$ cat config.mk
export PLATFORM = sky130hd
export DESIGN_NAME = mult_sequencer
export DESIGN_NICKNAME = d
export VERILOG_FILES = /design/src/rtl/mult_sequencer.sv
export SDC_FILE = /design/constraint.sdc
export NUM_CORES = 1
export LEC_CHECK = 0
export ABC_CLOCK_PERIOD_IN_PS = 3000
export BUFFER_PORTS_ARGS = -buffer_cell sky130_fd_sc_hd__buf_4
export CORE_ASPECT_RATIO = 1.5
export CORE_MARGIN = 4
export CORE_UTILIZATION = 55
export CTS_BUF_LIST = sky130_fd_sc_hd__clkbuf_4
export DETAILED_ROUTE_END_ITERATION = 8
export GPL_ROUTABILITY_DRIVEN = 0
export GPL_TIMING_DRIVEN = 0
export PLACE_DENSITY = 0.77
export SLEW_MARGIN = 20
export SYNTH_ARGS = -nofsm -noshare
export SYNTH_HDL_FRONTEND = slang
export SYNTH_SLANG_ARGS = --single-unit
$ cat constraint.sdc
create_clock -name clk -period 3 [get_ports clk]
set_input_delay 0.6 -clock clk [delete_from_list [all_inputs] [get_ports clk]]
set_output_delay 0.6 -clock clk [all_outputs]
set_load 0.05 [all_outputs]
$ cat src/rtl/mult_sequencer.sv
// Iterative shift-add multiplier with its own controller; stalls the datapath
// while running and presents the low WIDTH product bits for one DONE cycle.
module mult_sequencer #(
  parameter int unsigned WIDTH      = 32,
  parameter int unsigned CNT_W      = 6,
  parameter bit          EARLY_TERM = 1'b1
) (
  input  logic             clk,
  input  logic             reset,
  input  logic             start,
  input  logic [WIDTH-1:0] X,
  input  logic [WIDTH-1:0] Y,
  output logic             stall,
  output logic             done,
  output logic             busy,
  output logic [WIDTH-1:0] Z,
  output logic [CNT_W-1:0] iter_count
);

  typedef enum logic [1:0] {
    S_IDLE = 2'd0,
    S_RUN  = 2'd1,
    S_DONE = 2'd2
  } state_e;

  state_e           state_q, state_d;
  logic [WIDTH-1:0] a_q, a_d;
  logic [WIDTH-1:0] b_q, b_d;
  logic [WIDTH-1:0] p_q, p_d;
  logic [CNT_W-1:0] cnt_q, cnt_d;
  logic [WIDTH-1:0] z_q, z_d;
  logic [CNT_W-1:0] iter_q, iter_d;
  logic             done_q, done_d;
  logic             busy_q, busy_d;

  // State register; reset discards any in-flight multiply.
  always_ff @(posedge clk) begin
    if (reset) begin
      state_q <= S_IDLE;
      a_q     <= '0;
      b_q     <= '0;
      p_q     <= '0;
      cnt_q   <= '0;
      z_q     <= '0;
      iter_q  <= '0;
      done_q  <= 1'b0;
      busy_q  <= 1'b0;
    end else begin
      state_q <= state_d;
      a_q     <= a_d;
      b_q     <= b_d;
      p_q     <= p_d;
      cnt_q   <= cnt_d;
      z_q     <= z_d;
      iter_q  <= iter_d;
      done_q  <= done_d;
      busy_q  <= busy_d;
    end
  end

  // Next-state, datapath and stall generation.
  always_comb begin
    state_d = state_q;
    a_d     = a_q;
    b_d     = b_q;
    p_d     = p_q;
    cnt_d   = cnt_q;
    z_d     = z_q;
    iter_d  = iter_q;
    stall   = 1'b0;

    unique case (state_q)
      S_IDLE: begin
        if (start) begin
          stall   = 1'b1;
          a_d     = X;
          b_d     = Y;
          p_d     = '0;
          cnt_d   = '0;
          state_d = S_RUN;
        end
      end
      S_RUN: begin
        stall = 1'b1;
        if (b_q[0]) begin
          p_d = p_q + a_q;
        end
        a_d   = a_q << 1;
        b_d   = b_q >> 1;
        cnt_d = cnt_q + CNT_W'(1);
        // Early exit once no multiplier bits remain to be consumed.
        if ((cnt_q == CNT_W'(WIDTH - 1)) || (EARLY_TERM && (b_d == '0))) begin
          state_d = S_DONE;
          z_d     = p_d;
          iter_d  = cnt_d;
        end
      end
      S_DONE: begin
        state_d = S_IDLE;
      end
      default: begin
        state_d = S_IDLE;
      end
    endcase

    done_d = (state_d == S_DONE);
    busy_d = (state_d == S_RUN);
  end

  assign done       = done_q;
  assign busy       = busy_q;
  assign Z          = z_q;
  assign iter_count = iter_q;

endmodule

==> out/summary.log <==
qor: run_status.outcome completed
qor: timing.grt_setup_unrepaired no
qor: setup_path.cp_max_fo 10
qor: timing.fin_hold_ws 0.289 ns
qor: setup_path.cp_common_cell buf_2
qor: grt.grt_pass1_vias 7653
qor: detailed_routing.num_vias 7902
qor: detailed_routing.avgViaCountPerCell 6.12
qor: floorplan.num_io_pins 108
qor: timing.slew_headroom 27.4%
qor: detailed_routing.route.detailed.wl_per_inst 18.3 um
qor: setup_path.critPathMaxStageDelay 0.47 ns
qor: detailed_routing.dr.first_iter.drc_count 416
qor: grt.grt_first_pass_wirelength 37800 um
qor: synth.ys_types 64
qor: floorplan.start_util 56.4%
qor: finish.number_of_nets_at_the_end_of_the_flow 1215
qor: grt.gr-usage-all-layers 29.3%
qor: clock_network.clk_path_buf_depth 2
qor: pwr.power-per-cell-area 438 nW/um^2
qor: detailed_routing.route.final.wire_length 23700 um
qor: synth.synth_ff_type dfxtp_1
qor: clock_network.number_of_sinks_driven_by_the_clock_tree 144
qor: pwr.peakVddDrop 0.000298 V
qor: timing.setup_violations 0
qor: synth.post_synth.cell_area_avg 7.80 um^2
qor: synth.synth_edf_count 0
qor: setup_path.critical_path.startpoint_type flip-flop
qor: floorplan.dieArea 15900 um^2
qor: finish.areaGrowthSynthToFinish 18.1%
qor: synth.synth_top_area_cell dfxtp_1
qor: synth.synth_warnings 0
qor: timing.post-route-min-period 2.92 ns
qor: timing.timing.final.max_slew_violations 0
qor: placed_design.postPlaceCellArea 8680 um^2
qor: detailed_routing.drt_pre_antenna_iters 5
qor: synth.synth-seq-cells 144
qor: pwr.totalPowerFinal 3.96 mW
qor: clock_network.h-tree-depth 4
qor: min_path.holdCritPathClass input pin to flip-flop
qor: grt.gr-total-overflow 0
qor: synth.syn-instance-count 984
qor: pwr.cellLeakagePower 3.78 nW
qor: synth.netlist_top_cells_count 180 x nand2_1, 144 x dfxtp_1, 140 x nor2_1
qor: clock_network.clock_transition_at_path_regs 0.15 ns
qor: setup_path.endpoint_kind flip-flop
qor: timing.timing.final.hold_violations 0
qor: synth.synthesis.area 7670 um^2
qor: setup_path.crit_required 3.48 ns
qor: clock_network.clk-insertion-delay-late 0.56 ns
qor: synth.synth_largest_type_area_fraction 37.6%
qor: detailed_routing.remaining_number_of_nets_flagged_by_the_antenna_check_after_routing 0
qor: grt.maximum_number_of_pins_on_one_net_before_global_route_repair 17
qor: setup_path.critPathSlowestCell nor4_2
qor: placed_design.detailedPlacementHpwl 18000 um
qor: clock_network.clockRootBuffer clkbuf_4
qor: placed_design.io_buffers 107
qor: floorplan.fp.dieH 153 um
qor: finish.layout-drive-gt1-share 15.0%
qor: clock_network.tritoncts yes
qor: timing.worst_clock_skew 0.0252 ns
qor: setup_path.critical_path.top_delay_family simple AND/OR/NAND/NOR gates
qor: synth.most_numerous_cell_in_the_yosys_netlist nand2_1
qor: floorplan.die_span_in_x 104 um
qor: floorplan.core.rowCount 52
qor: clock_network.tritoncts.num_buffers 17
qor: timing.worstMarginPinSlew 1.08 ns
qor: synth.top_cells_by_area_in_the_synthesized_netlist dfxtp_1 38%, nand2_1 8.8%, a311oi_1 7.1%, nor2_1 6.8%, ha_1 5.2%
qor: floorplan.core_region_area 13600 um^2
qor: setup_path.worstPathBufferInverterCount 2
qor: synth.yosysSeqAreaShare 37.6%
qor: setup_path.timing.setup.critical_path_class flip-flop to flip-flop
qor: synth.synth_fp_nets 1084
qor: flow_run.maxCapViolCount 0
qor: timing.tns 0 ns
qor: detailed_routing.drc 0
qor: synth.async_flop_share 0%
qor: setup_path.critical_path.cell_chain nor4_2 -> nand4_1 -> o32ai_1 -> and2_0 -> buf_2 -> buf_2 -> nor2_1 -> a211oi_1
qor: finish.final_cell_area 9060 um^2
qor: setup_path.crit_arrival 3.40 ns
qor: grt.initial_antenna_violation_count 1
qor: timing.min_period_over_period 97.2%
qor: timing.clock.fmax 0.343 GHz
path summary, 6_finish.rpt:
path / start / to / slack [ns] / cells past startpoint
hold reg to reg: Z[6]$_SDFFE_PP0P_ / Z[6]$_SDFFE_PP0P_ / 0.46 / 2
hold / removal: Y[11] / b_q[11]$_SDFFE_PP0P_ / 0.29 / 3
setup / recovery: b_q[29]$_SDFFE_PP0P_ / Z[14]$_SDFFE_PP0P_ / 0.08 / 8
setup reg to reg: b_q[29]$_SDFFE_PP0P_ / Z[14]$_SDFFE_PP0P_ / 0.08 / 8
sequential cells by signal, indices dropped and copies added, names as in the netlist:
signal and flops:
done 1, Z 32, cnt_q 6, iter_count 6, b_q 32, busy 1, state_q 2, a_q 32
p_q 32
worst reg2reg max path: stages, from the launching register on:
cell	delay (ns)
dfxtp_1	0.36
nor4_2	0.47
nand4_1	0.35
o32ai_1	0.37
and2_0	0.41
buf_2	0.33
buf_2	0.28
nor2_1	0.07
a211oi_1	0.21
area by class of cell:
class | instances | area, um^2
antenna | 1 | 2.50
buffer | 68 | 264
clock buffer | 18 | 135
clock inverter | 14 | 148
fill | 1219 | 4540
inverter | 14 | 52.6
multi-input combinational | 758 | 4530
sequential | 144 | 2880
tap | 162 | 203
timing repair buffer | 112 | 841
stage by stage:
step | worst slack (ns) | std cells | utilization (%)
2_1_floorplan | 0.304 | 984 | -
3_5_place_dp | -0.226 | 1253 | 63.8
5_1_grt | 0.0129 | 1291 | 66.6
4_1_cts | 0.0354 | 1287 | 66.2
3_3_place_gp | -0.135 | 1253 | 63.8
6_report | 0.0846 | 1291 | 66.6
per-layer routing:
metal	vias up	part of all wire, %	global-route usage, %
met5	-	0	0
met3	111	4.6	4.32
li1	3811	-	-
met1	3692	36	30.7
met2	288	50	51.8
met4	0	8.9	23.3
layout by cell type (no fill, tap or decap), types with 13 or more instances in the layout:
cell	Yosys	final
a211oi_1	13	13
a21o_1	15	15
a21oi_1	79	79
a22oi_1	14	14
a311oi_1	62	62
buf_4	0	112
clkbuf_1	56	54
clkbuf_4	0	18
dfxtp_1	144	143
ha_1	32	31
inv_1	13	13
mux2i_1	14	14
nand2_1	180	180
nand3_1	13	13
nor2_1	140	139
nor3_1	16	16
o21ai_0	41	41
xnor2_1	21	19
cell families (layout without fill, tap and decap cells):
family | count (synthesis) | in the layout | synth area share, %
buf+inv | 82 | 226 | 4.06
compound gates | 282 | 282 | 25.7
mux | 15 | 15 | 1.97
other cells | 0 | 1 | 0
fa+ha+maj | 33 | 33 | 5.48
xor+xnor | 28 | 28 | 3.20
flops | 144 | 144 | 37.6
simple gates | 400 | 400 | 22.1
what timing repair did:
action / CTS / global route
hold buffers: 0 / 0
endpoints found under the setup margin: 19 / 10
resized for setup: 7 / 8
pin swaps: 2 / 4
setup buffers: 2 / 3
where the power goes:
part / leakage (nW) / total, mW / internal [mW] / switching (mW)
logic: 2.45 / 0.609 / 0.234 / 0.375
registers: 1.18 / 2.08 / 1.99 / 0.0833
clock network: 0.155 / 1.28 / 0.452 / 0.825
total: 3.78 / 3.96 / 2.68 / 1.28
Note: power is estimated with default switching activity, not from simulation.
